$ cat src/rtl/i2c_target.sv
// I2C target endpoint: oversampled SCL/SDA, START/STOP detection, 7-bit address match,
// byte receive on writes and byte transmit on reads. SDA is open-drain (sda_oe pulls low).
module i2c_target #(
  parameter logic [6:0] ADDR = 7'b1000111
) (
  input  logic       clk,
  input  logic       reset,
  input  logic       scl,
  input  logic       sda_in,
  output logic       sda_oe,
  input  logic [7:0] tx_data,
  output logic       tx_req,
  output logic [7:0] rx_data,
  output logic       rx_valid,
  output logic       busy,
  output logic [2:0] state
);

  typedef enum logic [2:0] {
    S_IDLE  = 3'd0,
    S_ADDR  = 3'd1,
    S_ACK_A = 3'd2,
    S_WR    = 3'd3,
    S_ACK_W = 3'd4,
    S_RD    = 3'd5,
    S_ACK_R = 3'd6
  } state_t;

  state_t      r_state, w_next_state;
  logic        r_scl_s1, r_scl_s2, r_scl_d;
  logic        r_sda_s1, r_sda_s2, r_sda_d;
  logic [7:0]  r_shift, w_shift;
  logic [3:0]  r_cnt, w_cnt;
  // ACK_A/ACK_W: ACK slot is being driven; ACK_R: master acknowledged the byte
  logic        r_phase, w_phase;
  logic        r_sda_oe, w_sda_oe;
  logic        r_tx_req, w_tx_req;
  logic        r_rx_valid, w_rx_valid;
  logic        r_busy, w_busy;
  logic [7:0]  r_rx_data, w_rx_data;
  logic        w_scl_rise, w_scl_fall, w_start, w_stop, w_addr_hit;

  always_ff @(posedge clk or negedge reset) begin
    if (!reset) begin
      {r_scl_s1, r_scl_s2, r_scl_d} <= '1;
      {r_sda_s1, r_sda_s2, r_sda_d} <= '1;
    end else begin
      r_scl_s1 <= scl;
      r_scl_s2 <= r_scl_s1;
      r_scl_d  <= r_scl_s2;
      r_sda_s1 <= sda_in;
      r_sda_s2 <= r_sda_s1;
      r_sda_d  <= r_sda_s2;
    end
  end

  // SCL edges take priority: an SDA edge in the same cycle is not a bus condition
  assign w_scl_rise = r_scl_s2 & ~r_scl_d;
  assign w_scl_fall = ~r_scl_s2 & r_scl_d;
  assign w_start    = ~w_scl_rise & ~w_scl_fall & r_scl_s2 & ~r_sda_s2 & r_sda_d;
  assign w_stop     = ~w_scl_rise & ~w_scl_fall & r_scl_s2 & r_sda_s2 & ~r_sda_d;
  assign w_addr_hit = (r_shift[6:0] == ADDR);

  always_ff @(posedge clk or negedge reset) begin
    if (!reset) begin
      r_state    <= S_IDLE;
      r_shift    <= '0;
      r_cnt      <= '0;
      r_phase    <= 1'b0;
      r_sda_oe   <= 1'b0;
      r_tx_req   <= 1'b0;
      r_rx_valid <= 1'b0;
      r_rx_data  <= '0;
      r_busy     <= 1'b0;
    end else begin
      r_state    <= w_next_state;
      r_shift    <= w_shift;
      r_cnt      <= w_cnt;
      r_phase    <= w_phase;
      r_sda_oe   <= w_sda_oe;
      r_tx_req   <= w_tx_req;
      r_rx_valid <= w_rx_valid;
      r_rx_data  <= w_rx_data;
      r_busy     <= w_busy;
    end
  end

  always_comb begin
    w_next_state = r_state;
    if (w_start) begin
      w_next_state = S_ADDR;
    end else if (w_stop) begin
      w_next_state = S_IDLE;
    end else begin
      case (r_state)
        S_ADDR:  if (w_scl_rise && r_cnt == 4'd7) w_next_state = w_addr_hit ? S_ACK_A : S_IDLE;
        S_ACK_A: if (w_scl_fall && r_phase) w_next_state = r_shift[0] ? S_RD : S_WR;
        S_ACK_W: if (w_scl_fall && r_phase) w_next_state = S_WR;
        S_WR:    if (w_scl_rise && r_cnt == 4'd7) w_next_state = S_ACK_W;
        S_RD:    if (w_scl_fall && r_cnt == 4'd8) w_next_state = S_ACK_R;
        S_ACK_R: begin
          if (w_scl_rise && r_sda_s2) w_next_state = S_IDLE;
          else if (w_scl_fall && r_phase) w_next_state = S_RD;
        end
        default: ;
      endcase
    end
  end

  always_comb begin
    w_shift    = r_shift;
    w_cnt      = r_cnt;
    w_phase    = r_phase;
    w_sda_oe   = r_sda_oe;
    w_tx_req   = 1'b0;
    w_rx_valid = 1'b0;
    w_rx_data  = r_rx_data;
    w_busy     = r_busy;
    if (w_start) begin
      w_cnt    = '0;
      w_phase  = 1'b0;
      w_sda_oe = 1'b0;
    end else if (w_stop) begin
      w_cnt    = '0;
      w_phase  = 1'b0;
      w_sda_oe = 1'b0;
      w_busy   = 1'b0;
    end else begin
      case (r_state)
        S_ADDR: if (w_scl_rise) begin
          w_shift = {r_shift[6:0], r_sda_s2};
          w_cnt   = r_cnt + 4'd1;
          if (r_cnt == 4'd7) begin
            w_cnt   = '0;
            w_phase = 1'b0;
            w_busy  = w_addr_hit;
          end
        end
        S_ACK_A, S_ACK_W: if (w_scl_fall) begin
          if (!r_phase) begin
            w_sda_oe = 1'b1;
            w_phase  = 1'b1;
          end else begin
            w_sda_oe = 1'b0;
            w_phase  = 1'b0;
            w_cnt    = '0;
            if (r_state == S_ACK_A && r_shift[0]) begin
              w_shift  = tx_data;
              w_tx_req = 1'b1;
              w_sda_oe = ~tx_data[7];
            end
          end
        end
        S_WR: if (w_scl_rise) begin
          w_shift = {r_shift[6:0], r_sda_s2};
          w_cnt   = r_cnt + 4'd1;
          if (r_cnt == 4'd7) begin
            w_rx_data  = {r_shift[6:0], r_sda_s2};
            w_rx_valid = 1'b1;
            w_cnt      = '0;
            w_phase    = 1'b0;
          end
        end
        S_RD: begin
          if (w_scl_rise) begin
            w_cnt = r_cnt + 4'd1;
          end else if (w_scl_fall) begin
            if (r_cnt == 4'd8) begin
              w_sda_oe = 1'b0;
              w_phase  = 1'b0;
            end else begin
              w_shift  = {r_shift[6:0], 1'b0};
              w_sda_oe = ~r_shift[6];
            end
          end
        end
        S_ACK_R: begin
          if (w_scl_rise) begin
            w_phase  = ~r_sda_s2;
            w_sda_oe = 1'b0;
          end else if (w_scl_fall && r_phase) begin
            w_shift  = tx_data;
            w_tx_req = 1'b1;
            w_sda_oe = ~tx_data[7];
            w_cnt    = '0;
            w_phase  = 1'b0;
          end
        end
        default: ;
      endcase
    end
  end

  assign sda_oe   = r_sda_oe;
  assign tx_req   = r_tx_req;
  assign rx_valid = r_rx_valid;
  assign rx_data  = r_rx_data;
  assign busy     = r_busy;
  assign state    = r_state;

endmodule

$ cat config.mk
export PLATFORM = sky130hd
export DESIGN_NAME = i2c_target
export DESIGN_NICKNAME = d
export VERILOG_FILES = /design/src/rtl/i2c_target.sv
export SDC_FILE = /design/constraint.sdc
export NUM_CORES = 1
export LEC_CHECK = 0
export CORE_ASPECT_RATIO = 0.6
export CORE_MARGIN = 4
export CORE_UTILIZATION = 60
export CTS_BUF_LIST = sky130_fd_sc_hd__clkbuf_8
export DETAILED_ROUTE_END_ITERATION = 10
export PLACE_DENSITY = 0.95
export SYNTH_ARGS = -nofsm -noshare
export SYNTH_HDL_FRONTEND = slang
export SYNTH_SLANG_ARGS = --single-unit
$ cat constraint.sdc
create_clock -name clk -period 4 [get_ports clk]
set_clock_uncertainty 0.2 [all_clocks]
set_input_delay 0.6 -clock clk [delete_from_list [all_inputs] [get_ports clk]]
set_output_delay 0.6 -clock clk [all_outputs]
set_load 0.01 [all_outputs]
-- Word-level counts from Yosys, hierarchy flattened
Cells that the tools add are included.
- $add $sub $neg: 1
- equal/unequal tests: 35
- mux-type cells: 72
- bitwise operators: 18
- reductions and logical operators: 21
- operator list (operator ; count):
    $mux W7 ; 9
    $ne A4 B4 Y1 const B ; 12
    $mux W1 ; 37
    $mux W4 ; 9
    $mux W3 ; 10
    $pmux W7 S4 ; 1
    $pmux W3 S6 ; 1
    $ne A2 B2 Y1 const B ; 8
    $pmux W4 S4 ; 1
    $reduce_and A7 Y1 ; 2
    $reduce_and A12 Y1 ; 1
    $ne A5 B5 Y1 const B ; 2
    $not A1 Y1 ; 10
    $reduce_and A5 Y1 ; 2
    $eq A3 B3 Y1 const B ; 3
    $and A1 B1 Y1 ; 8
    $ne A4 B1 Y1 const B ; 2
    $reduce_and A8 Y1 ; 1
    $reduce_bool A8 Y1 ; 1
    $eq A7 B7 Y1 const B ; 1
    $eq A3 B2 Y1 const B ; 2
    $reduce_bool A2 Y1 ; 3
    $reduce_bool A6 Y1 ; 1
    $logic_and A1 B1 Y1 ; 5
    other kinds (14) ; 15
- flip-flop bits (word level): 33
- bits of input ports: 12
- output and inout bits: 15
- logic and storage cells: 162

-- Logic depth before layout (Yosys ltp)
- word-level depth: 9
- depth in mapped cells: 9
- mapped depth without buffers: 8

-- Worst setup path after synthesis
Ideal clock, no wire load.
- path type: register to register
- start point: reg r_state[2], in the netlist state[2]
- end point: reg r_state[2], in the netlist state[2]
- setup time: 0.122 ns
- arrival time: 1.567 ns
- required time: 3.678 ns
- slack: 2.112 ns
- cell stages (with the launch flop): 8
- buffers on the path: 1
- period minus slack after synthesis: 1.888 ns
- path through: dfrtp_1 > buf_2 > nand4bb_4 > nor2_1 > a211oi_2 > a31oi_2 > o21ai_1 > a32o_1
- cells in the longest elaborated chain, start to end: 4
- elaborated cells between the ends (all ways): 17
- those cells by class: 12 x eq/ne; 3 x mux; 2 x reduce/logical
- ends and longest elaborated chain (element ; line ; source):
    start: declaration ; 29 ; state_t r_state, w_next_state;
    start signal: assignment ; 76 ; r_state <= w_next_state;
    $eq A3 B3 Y1, or another cell as far along ; 95 ; case (r_state)
    $pmux W3 S6 ; 95 ;
    $mux W3 ; 92 ; end else if (w_stop) begin
    $mux W3 ; 90 ; if (w_start) begin
Several ways; a longest one is shown, not always the timed one.
A chain may end at the register's enable or synchronous reset.

-- Worst setup path after layout
- start point: reg r_state[0], in the netlist state[0]
- end point: out state[0]
- RTL lines (element ; line ; source):
    end: declaration ; 16 ; output logic [2:0] state
No word-level cell between the ends.

==> Flow_metrics.wiki <==
{| class="wikitable"
! Metric !! Value
|-
| Initial standard-cell utilization of the core || 0.6660
|-
| Wire length on met1 || between 1.5 and 2 mm
|-
| Area grow syn2layout || 20.53%
|-
| Maximum number of pins on one net before global-route repair || 34
|-
| Clock slew at the register clock pins of the worst setup and hold paths || 60 ps
|-
| Proportion of layout cells with a drive suffix above 1 || 0.1449
|-
| Top cell types by occurrence after synthesis || 27 x sky130_fd_sc_hd__dfrtp_1, 22 x sky130_fd_sc_hd__nand2_1, 22 x sky130_fd_sc_hd__nor2_1
|-
| Register area share after synthesis || 0.4730
|-
| Wire length of the first global-routing pass || approximately 7.7 mm
|-
| Fraction of power consumed by the clock network || 0.290
|-
| Areal power density over the cells || 375.6 nW/µm²
|-
| Grt ovf || 0
|-
| Worst-Margin Slew || 645.0 ps
|-
| R2r worst-path depth || 6
|-
| Wire per inst || 18.51 µm
|-
| Number of antenna violations at the first check in global routing || 0
|-
| Critical Path Max Stage Delay || 760 ps
|-
| Weighted congestion reported at the end of routability-driven placement || 0.9617
|-
| Count of different cell masters after synthesis || 46
|-
| H-tree depth || 2
|-
| Antenna Diode Count || 0
|-
| Status || completed
|-
| Top routing layer in use || met4
|-
| DP Worst Slack || 1736 ps
|-
| Endpoint required time on the critical path || 3200 ps
|-
| Synth Warn # || 0
|-
| DRC || 0
|-
| Die height || 49.97 µm
|-
| Core region area || 2645 µm²
|-
| Post-route setup slack || 1492 ps
|-
| Max Fanout on Critical Path || 16
|-
| Number of buffers inserted for hold repair after clock tree synthesis || 0
|-
| Final-stage net count || 220
|-
| Count of final max-slew check failures || 0
|-
| Count of flip-flops with a built-in enable after synthesis || 0
|-
| Period utilization || 0.6269
|-
| Area of the die || just under 4000 µm²
|-
| Source of the worst hold timing path || r_sda_s1
|-
| RSZ-0062 raised after global routing || false
|-
| Clk Latency, worst-skew pair || 290 ps
|-
| Via-per-instance ratio || 6.405
|-
| Combined buffer and inverter count along the critical path || 1
|-
| Number of nets produced by synthesis || approximately 190
|-
| CP top delay family || flip-flops
|-
| Final worst path period need || 2508 ps
|-
| Worst rel slew slack || 0.5700
|-
| Flip-flop and latch count after synthesis || 33
|-
| Area share of the largest cell type after synthesis || 0.3835
|-
| Clock root buffer master || sky130_fd_sc_hd__clkbuf_8
|-
| Clock sink count || 33
|-
| Post-route non-filler standard cell count || 247
|-
| R2r endpoint || r_shift[4]
|-
| NetSw || 248.4 µW
|-
| I/O Buffers || 26
|-
| Netlist Area Pre-Place || 1762 µm²
|-
| Router iterations before antenna repair || 5
|-
| R2R Path Start || state[1]
|-
| Async set-reset flop share out of synthesis || 1.000
|-
| Max rail drop VDD || 293.4 µV
|-
| Inserted Clock Buffers || 5
|-
| Clock tree from TritonCTS || built
|-
| Category of the worst setup path capture point || output port
|-
| Vias in the first global route || 1491
|-
| Cell chain of the critical path || clkdlybuf4s50_1
|-
| Number of cells produced by synthesis || 179
|-
| Cell-internal power || roughly 550 µW
|-
| Biggest area consumer among synthesized cells || sky130_fd_sc_hd__dfrtp_1
|-
| # IOs || 27
|-
| Total length of routed wires || 4.572 mm
|-
| Global router's overall resource usage || 0.2585
|-
| Number of standard-cell rows in the floorplan || 14
|-
| Maximum buffer depth of the clock tree || 2
|-
| Avg Cell Area, Syn || 9.842 µm²
|-
| DR WL met2 || 2.013 mm
|-
| Class of the tightest hold or removal check || flip-flop to flip-flop
|-
| Max-cap violations || 0
|-
| Post-place instance area || between 2000 and 2500 µm²
|-
| Net Sw Frac || 0.3115
|-
| Hold endpoint || r_sda_s2
|-
| Slowest-stage cell, CP || sky130_fd_sc_hd__dfrtp_1
|-
| Post-CTS Repair Setup Buffers || 0
|-
| Category of the worst setup path launch point || flip-flop
|-
| HPWL after detailed placement || between 3 and 4 mm
|-
| Number of DRC violations after detailed-routing iteration 0 || 243
|-
| Final core utilization || 0.8027
|-
| Vias after detailed routing || 1582
|-
| Sequential Power Share || 0.543
|-
| Hold violation count in the final report || 0
|-
| Leakage power || 0.9119 nW
|-
| Filler Cells Inserted || 162
|-
| Arrival @ worst endpoint || 1710 ps
|-
| Class of the most critical setup path || flip-flop to output port
|-
| Area of all placed cells without fillers || 2123 µm²
|-
| X dimension of the die || 77.96 µm
|-
| Most instantiated library cell after synthesis || sky130_fd_sc_hd__dfrtp_1
|-
| Maximum operating frequency || 398.8 MHz
|-
| Sum Neg Setup Slack || 0 ps
|-
| Post-CTS Resized || 0
|-
| Final-report setup violation count || 0
|-
| Post-detailed-route count of antenna-violating nets || 0
|-
| Primary flip-flop cell chosen by synthesis mapping || sky130_fd_sc_hd__dfrtp_1
|-
| Met3 layer wire length in the routed design || 552 µm
|-
| Number of placed instances with taps included || between 200 and 250
|-
| R2R Setup Slk || approximately 1600 ps
|-
| Number of instances on the worst hold path || 0
|-
| Main area contributors after synthesis || sky130_fd_sc_hd__dfrtp_1 38%, sky130_fd_sc_hd__dfstp_2 8.9%, sky130_fd_sc_hd__mux2_2 5.1%
|-
| Relative contribution of combinational cells to total power || 0.167
|}
placed cells by master, fill, tap and decap left out, types with 2 or more instances in the layout:
cell | netlist | layout
sky130_fd_sc_hd__a21oi_2 | 2 | 2
sky130_fd_sc_hd__nor2_1 | 22 | 22
sky130_fd_sc_hd__nand3b_1 | 2 | 2
sky130_fd_sc_hd__a31oi_2 | 2 | 2
sky130_fd_sc_hd__nor4b_1 | 2 | 2
sky130_fd_sc_hd__clkdlybuf4s50_1 | 0 | 26
sky130_fd_sc_hd__a21oi_1 | 10 | 10
sky130_fd_sc_hd__dfrtp_1 | 27 | 27
sky130_fd_sc_hd__a211oi_1 | 3 | 3
sky130_fd_sc_hd__a22oi_1 | 3 | 3
sky130_fd_sc_hd__nor3_1 | 4 | 4
sky130_fd_sc_hd__and2b_1 | 2 | 2
sky130_fd_sc_hd__mux2_2 | 8 | 8
sky130_fd_sc_hd__o21ai_1 | 6 | 6
sky130_fd_sc_hd__ha_1 | 2 | 2
sky130_fd_sc_hd__dfstp_2 | 6 | 6
sky130_fd_sc_hd__o21ai_0 | 7 | 7
sky130_fd_sc_hd__a31oi_1 | 8 | 8
sky130_fd_sc_hd__inv_1 | 7 | 10
sky130_fd_sc_hd__clkbuf_8 | 0 | 5
sky130_fd_sc_hd__o211ai_1 | 2 | 2
sky130_fd_sc_hd__a32o_1 | 2 | 2
sky130_fd_sc_hd__nand2b_1 | 2 | 2
sky130_fd_sc_hd__nand2_1 | 22 | 22
metal layers:
metal / vias up / global-route usage
met2: 112 / 0.3665
li1: 699 / -
met5: - / 0
met4: 0 / 0.1076
met1: 756 / 0.3533
met3: 15 / 0.09818
power groups by stage:
stage | logic, mW | registers, mW | clock network [mW]
CTS | 0.132 | 0.430 | 0.235
global route | 0.151 | 0.440 | 0.254
floorplan | 0.0987 | 0.409 | 0
finish | 0.133 | 0.433 | 0.232
global placement | 0.123 | 0.431 | 0
detailed placement | 0.130 | 0.436 | 0
sequential cells by signal, summed over array words and instances (netlist names):
signal,flops
sda_oe,1
rx_valid,1
busy,1
tx_req,1
state,3
r_scl_d,1
r_sda_d,1
r_shift,7
r_cnt,4
r_scl_s1,1
r_phase,1
rx_data,8
r_scl_s2,1
r_sda_s1,1
r_sda_s2,1
logic make-up after synthesis:
group	count (synthesis)	share of synthesized area
adders and majority gates	2	0.01420
xor gates and xnor gates	1	0.004972
muxes	9	0.05682
and+or+nand+nor	70	0.2259
AOI/OAI and AO/OA	50	0.1896
DFF	33	0.4730
buffers and inverters	14	0.03551
stage by stage:
step	total power, mW	hold WS, ps
3_5_place_dp	0.5660	148.7
2_1_floorplan	0.5080	104.4
6_report	0.7976	157.8
4_1_cts	0.7965	158.1
3_3_place_gp	0.5543	145.7
5_1_grt	0.8442	159.5
how the worst max path moves through the flow:
stage | from | end | slack, ps | cells after the start
detailed placement | state[1] | r_shift[4] | 1740 | 6
global route | state[2] | state[2] | 1430 | 1
finish | state[0] | state[0] | 1490 | 1
global placement | state[0] | r_shift[3] | 1810 | 6
floorplan | state[2] | state[2] | 2110 | 7
CTS | state[0] | state[0] | 1530 | 1
final cells by class:
| type | count | area, µm² | share of cell area |
|---|---|---|---|
| clock buffer | 5 | 68.82 | 0.03241 |
| clock inverter | 3 | 11.26 | 0.005303 |
| inverter | 7 | 26.28 | 0.01237 |
| multi-input combinational | 132 | 865.8 | 0.4078 |
| sequential | 33 | 833.3 | 0.3925 |
| tap | 40 | 50.05 | 0.02357 |
| timing repair buffer | 27 | 267.8 | 0.1261 |
Note: power is estimated with default switching activity, not from simulation.
==> variant 1 (same settings) <==
Reset style: synchronous (`reset`), changed in 2 clocked blocks.
--- a/src/rtl/i2c_target.sv
+++ b/src/rtl/i2c_target.sv
@@ -40,7 +40,7 @@
   logic [7:0]  r_rx_data, w_rx_data;
   logic        w_scl_rise, w_scl_fall, w_start, w_stop, w_addr_hit;
 
-  always_ff @(posedge clk or negedge reset) begin
+  always_ff @(posedge clk) begin
     if (!reset) begin
       {r_scl_s1, r_scl_s2, r_scl_d} <= '1;
       {r_sda_s1, r_sda_s2, r_sda_d} <= '1;
@@ -61,7 +61,7 @@
   assign w_stop     = ~w_scl_rise & ~w_scl_fall & r_scl_s2 & r_sda_s2 & ~r_sda_d;
   assign w_addr_hit = (r_shift[6:0] == ADDR);
 
-  always_ff @(posedge clk or negedge reset) begin
+  always_ff @(posedge clk) begin
     if (!reset) begin
       r_state    <= S_IDLE;
       r_shift    <= '0;
Behaviour: differs if reset is asserted again (counterexample within 4 cycles, from zero or initial values and one cycle with reset low); with reset held inactive, the same outputs for 10 cycles.
==> variant 1 against the unedited design <==
Synthesized area grew 3.3%. Routed wire length down 5.9%. Cell count up 4.0%. Sequential cell count is the same. Fmax decreased by 3.5%. Worst setup slack worse by 0.092 ns. Sequential share of layout area is 8.1 points lower. Design area about the same. Critical endpoint is now state[1].
Power is not compared: it rests on default switching activity, and its combinational part moved more than twofold at a synthesized area within 25%.
==> variant 1: results (changes against the unedited design) <==
Run status
  • Status: completed (unchanged)

Cells and area
  • Final nets: 228 (was 220)
  • Comb_multi_in: 141 (was 132)
  • Share of cells above drive strength 1: 12.1% (was 14.5%)
  • Fraction of area in registers: 31.1% (was 39.2%)
  • Fill cell count: 229 (was 162)
  • Layout clock area frac: 4.30% (was 3.77%)

GRT
  • Met2 usage: 35.1% (was 36.6%)
  • Met3 global-route usage: 6.63% (was 9.82%)
  • Grt met1 use: 33.4% (was 35.3%)
  • Vias in the first global route: 1513 (was 1491)
  • GRT Overall Usage: 23.7% (was 25.8%)
  • Largest net degree at the start of global routing: 21 (was 34)

Logic synthesis
  • Xor-xnor portion of the synthesized cell area: 0.963% (was 0.497%)
  • Ys flop type: dfxtp_1 (was dfrtp_1)
  • Post-synth ARST share: 0% (was 100%)
  • Synth area leaders: dfxtp_1, mux2i_1, a21oi_1 (was dfrtp_1, dfstp_2, mux2_2)
  • Sequential fraction of the synthesis area: 36.3% (was 47.3%)
  • Post-Synth Adder-Cell Area: 1.38% (was 1.42%)
  • Top cells by count, synth: dfxtp_1, a21oi_1, mux2i_1, nor2_1, nand2_1 (was dfrtp_1, nand2_1, nor2_1, a21oi_1)

Worst setup path
  • Worst-path maximum fanout: 20 (was 16)
  • Worst path slowest cell: dfxtp_1 (was dfrtp_1)
  • CP max stage delay: 0.83 ns (was 0.76 ns)
  • Worst path arrival time: 1.80 ns (was 1.71 ns)

Placement
  • Placement-stage cell area: 2030 um^2 (was 2040 um^2)
  • DP Worst Slack: 1.50 ns (was 1.74 ns)
  • DP HPWL: 3100 um (was 3300 um)

Route
  • Drt wl/cell: 16.7 um (was 18.5 um)
  • First-pass iteration count of the detailed router: 4 (was 5)
  • DRT iter0 DRCs: 212 (was 243)
  • Vias: 1600 (was 1582)

Floorplanning
  • Full die area: 4010 um^2 (was 3900 um^2)
==> variant 1: changes by cell type after synthesis, moves of 6 or more <==
cell and change:
a21oi_1 +8, nor2_1 -6, a31oi_1 -8, nand2_1 -12, a311oi_1 +7, dfstp_2 -6, o21ai_1 -6, dfxtp_1 +33
buf_6 +6, dfrtp_1 -27, mux2i_1 +15, nand2b_1 +7, mux2_2 -8
==> variant 1: metal layers <==
metal	share of wire (%)	vias to the layer above
li1	-	752
met1	45	757
met2	45	84
met3	8.9	7
met4	1.0	0
met5	0	-
==> variant 1: cells by family (layout without fill, tap and decap cells) <==
group,count (synthesis),count (layout)
and+or+nand+nor,64,64
AOI/OAI and AO/OA,57,57
DFF,33,33
buffers and inverters,19,41
muxes,16,16
adders and majority gates,2,2
xor gates and xnor gates,2,2
==> variant 1: power groups by stage <==
stage / sequential, uW / combinational, uW / clock [uW]
detailed placement: 343 / 35.8 / 0
CTS: 335 / 36.2 / 254
finish: 335 / 36.5 / 253
floorplan: 340 / 25.0 / 0
global route: 335 / 39.5 / 271
global placement: 342 / 34.3 / 0
==> variant 1: final timing paths <==
check | slack [ns] | start | end | depth (start not counted)
setup / recovery | 1.40 | state[1]$_SDFFE_PP0P_ | state[1] | 1
hold / removal | 0.22 | r_scl_s1$_SDFF_PN1_ | r_scl_s2$_SDFF_PN1_ | 1
setup reg to reg | 1.59 | state[1]$_SDFFE_PP0P_ | r_shift[2]$_SDFFE_PN0P_ | 5
hold reg to reg | 0.22 | r_scl_s1$_SDFF_PN1_ | r_scl_s2$_SDFF_PN1_ | 1
==> variant 1: per-stage QoR <==
step                      cells  hold WS, ns
after detailed placement    249        0.204
after global routing        257        0.232
after global placement      249        0.191
final                       257        0.220
after floorplan             193        0.186
after CTS                   257        0.221
==> variant 2 (config.mk and constraints unchanged) <==
Without the edit above. One comparison of `r_cnt` changes from == to >=.
--- a/src/rtl/i2c_target.sv
+++ b/src/rtl/i2c_target.sv
@@ -97,7 +97,7 @@
         S_ACK_A: if (w_scl_fall && r_phase) w_next_state = r_shift[0] ? S_RD : S_WR;
         S_ACK_W: if (w_scl_fall && r_phase) w_next_state = S_WR;
         S_WR:    if (w_scl_rise && r_cnt == 4'd7) w_next_state = S_ACK_W;
-        S_RD:    if (w_scl_fall && r_cnt == 4'd8) w_next_state = S_ACK_R;
+        S_RD:    if (w_scl_fall && r_cnt >= 4'd8) w_next_state = S_ACK_R;
         S_ACK_R: begin
           if (w_scl_rise && r_sda_s2) w_next_state = S_IDLE;
           else if (w_scl_fall && r_phase) w_next_state = S_RD;
Formal check against the unedited RTL: no difference found for any inputs over 10 cycles, from zero or initial values and one cycle with reset low; that may be too few to reach the edited logic, so the function may still have changed.
==> variant 2 against the unedited design <==
Non-clock buffer count did not move. Critical path depth did not move. Count of clock-buffer cells in the layout rose by 1. Sequential cell count did not move. Routed wire length fell by 4.0%. Sequential share of layout area fell by 0.99 points. Design area rose by 2.6%. Synthesized area rose by 3.1%. Worst setup slack improved by 0.027 ns. Global-route usage fell by 1.1 points. Sequential power rose by 2%. Power rose by 8.9%. Critical endpoint is now state[2]. Largest cell class unchanged. Highest routed layer unchanged.
==> variant 2: results (changes against the unedited design) <==
Run status
  • Status: completed (unchanged)

Logic synthesis
  • Synth Area per Inst: 10.7 um^2 (was 9.84 um^2)
  • Mux contribution to synthesized area: 16.9% (was 5.68%)
  • Xor-xnor portion of the synthesized cell area: 1.38% (was 0.497%)
  • Synth Area in Compound Gates: 12.7% (was 19.0%)
  • Post-Synth Adder-Cell Area: 1.38% (was 1.42%)
  • Syn_nets: 184 (was 193)

Pwr
  • Max rail drop VDD: 0.335 mV (was 0.293 mV)
  • P_leak: 0.000956 uW (was 0.000912 uW)

GRT
  • Met3 global-route usage: 8.06% (was 9.82%)
  • GRT Overall Usage: 24.8% (was 25.8%)
  • Vias in the first global route: 1465 (was 1491)
  • First-pass GRT wire length: 7270 um (was 7700 um)
  • Met2 usage: 37.4% (was 36.6%)
  • Grt met1 use: 31.1% (was 35.3%)

Cells and area
  • Multi-input combinational area share: 41.8% (was 40.8%)
  • CLK BUF: 6 (was 5)
  • Num sequential: 33 (unchanged)
  • Share of cells above drive strength 1: 13.2% (was 14.5%)
  • Layout non-clock buf frac: 12.3% (was 12.6%)
  • Final nets: 210 (was 220)
  • Comb_multi_in: 124 (was 132)
  • Fraction of area in registers: 38.3% (was 39.2%)
  • Fill cell count: 215 (was 162)

Route
  • Met3 WL post-DR: 472 um (was 552 um)
  • Drt wl/cell: 18.4 um (was 18.5 um)
  • Met1 wire length: 1770 um (was 1890 um)
  • Vias/cell: 6.21 (was 6.40)
  • DRT iter0 DRCs: 137 (was 243)
  • WL met2: 1970 um (was 2010 um)
  • Drt total wl: 4390 um (was 4570 um)

Placement
  • DP HPWL: 3220 um (was 3300 um)
  • Final RePlAce weighted congestion: 1.00 (was 0.962)
  • Placement-stage cell area: 2080 um^2 (was 2040 um^2)
  • Cells after DPL: 231 (was 239)

Worst setup path
  • Crit path to: state[2] (was state[0])
  • Worst-path maximum fanout: 20 (was 16)
  • R2R Path End: r_shift[3]$_DFFE_PN0P_ (was r_shift[4]$_DFFE_PN0P_)
  • CP max stage delay: 0.74 ns (was 0.76 ns)
  • Worst path arrival time: 1.68 ns (was 1.71 ns)
  • CP startpoint: state[2]$_DFFE_PN0P_ (was state[0]$_DFFE_PN0P_)

Timing
  • Worst-margin pin slew: 0.680 ns (was 0.645 ns)
## variant 2: changes by cell type in the layout (fill, tap and decap cells not counted), sizes merged, moves of 3 or more
cell / unedited run / this run
nand3: 1 / 4
o21ai: 13 / 9
nand2: 22 / 16
inv: 10 / 5
a31oi: 10 / 3
nor2b: 1 / 5
mux2i: 1 / 7
mux2: 8 / 19
nor2: 23 / 15
a21oi: 12 / 5
a211oi: 4 / 1
## variant 2: worst min path at each step
stage | slack (ns) | endpoint | cells after the start
finish | 0.16 | r_sda_s2$_DFF_PN1_ | 0
global route | 0.17 | r_sda_s2$_DFF_PN1_ | 0
CTS | 0.16 | r_sda_s2$_DFF_PN1_ | 0
detailed placement | 0.15 | r_sda_s2$_DFF_PN1_ | 0
global placement | 0.15 | r_scl_s2$_DFF_PN1_ | 0
floorplan | 0.10 | busy$_DFFE_PN0P_ | 0
## variant 2: where the power goes
part	internal, uW	total (uW)	leakage, uW	switching, uW
Sequential	381	442	0.000418	61.1
Clock	139	262	0.0000512	123
Combinational	97.6	165	0.000487	67.7
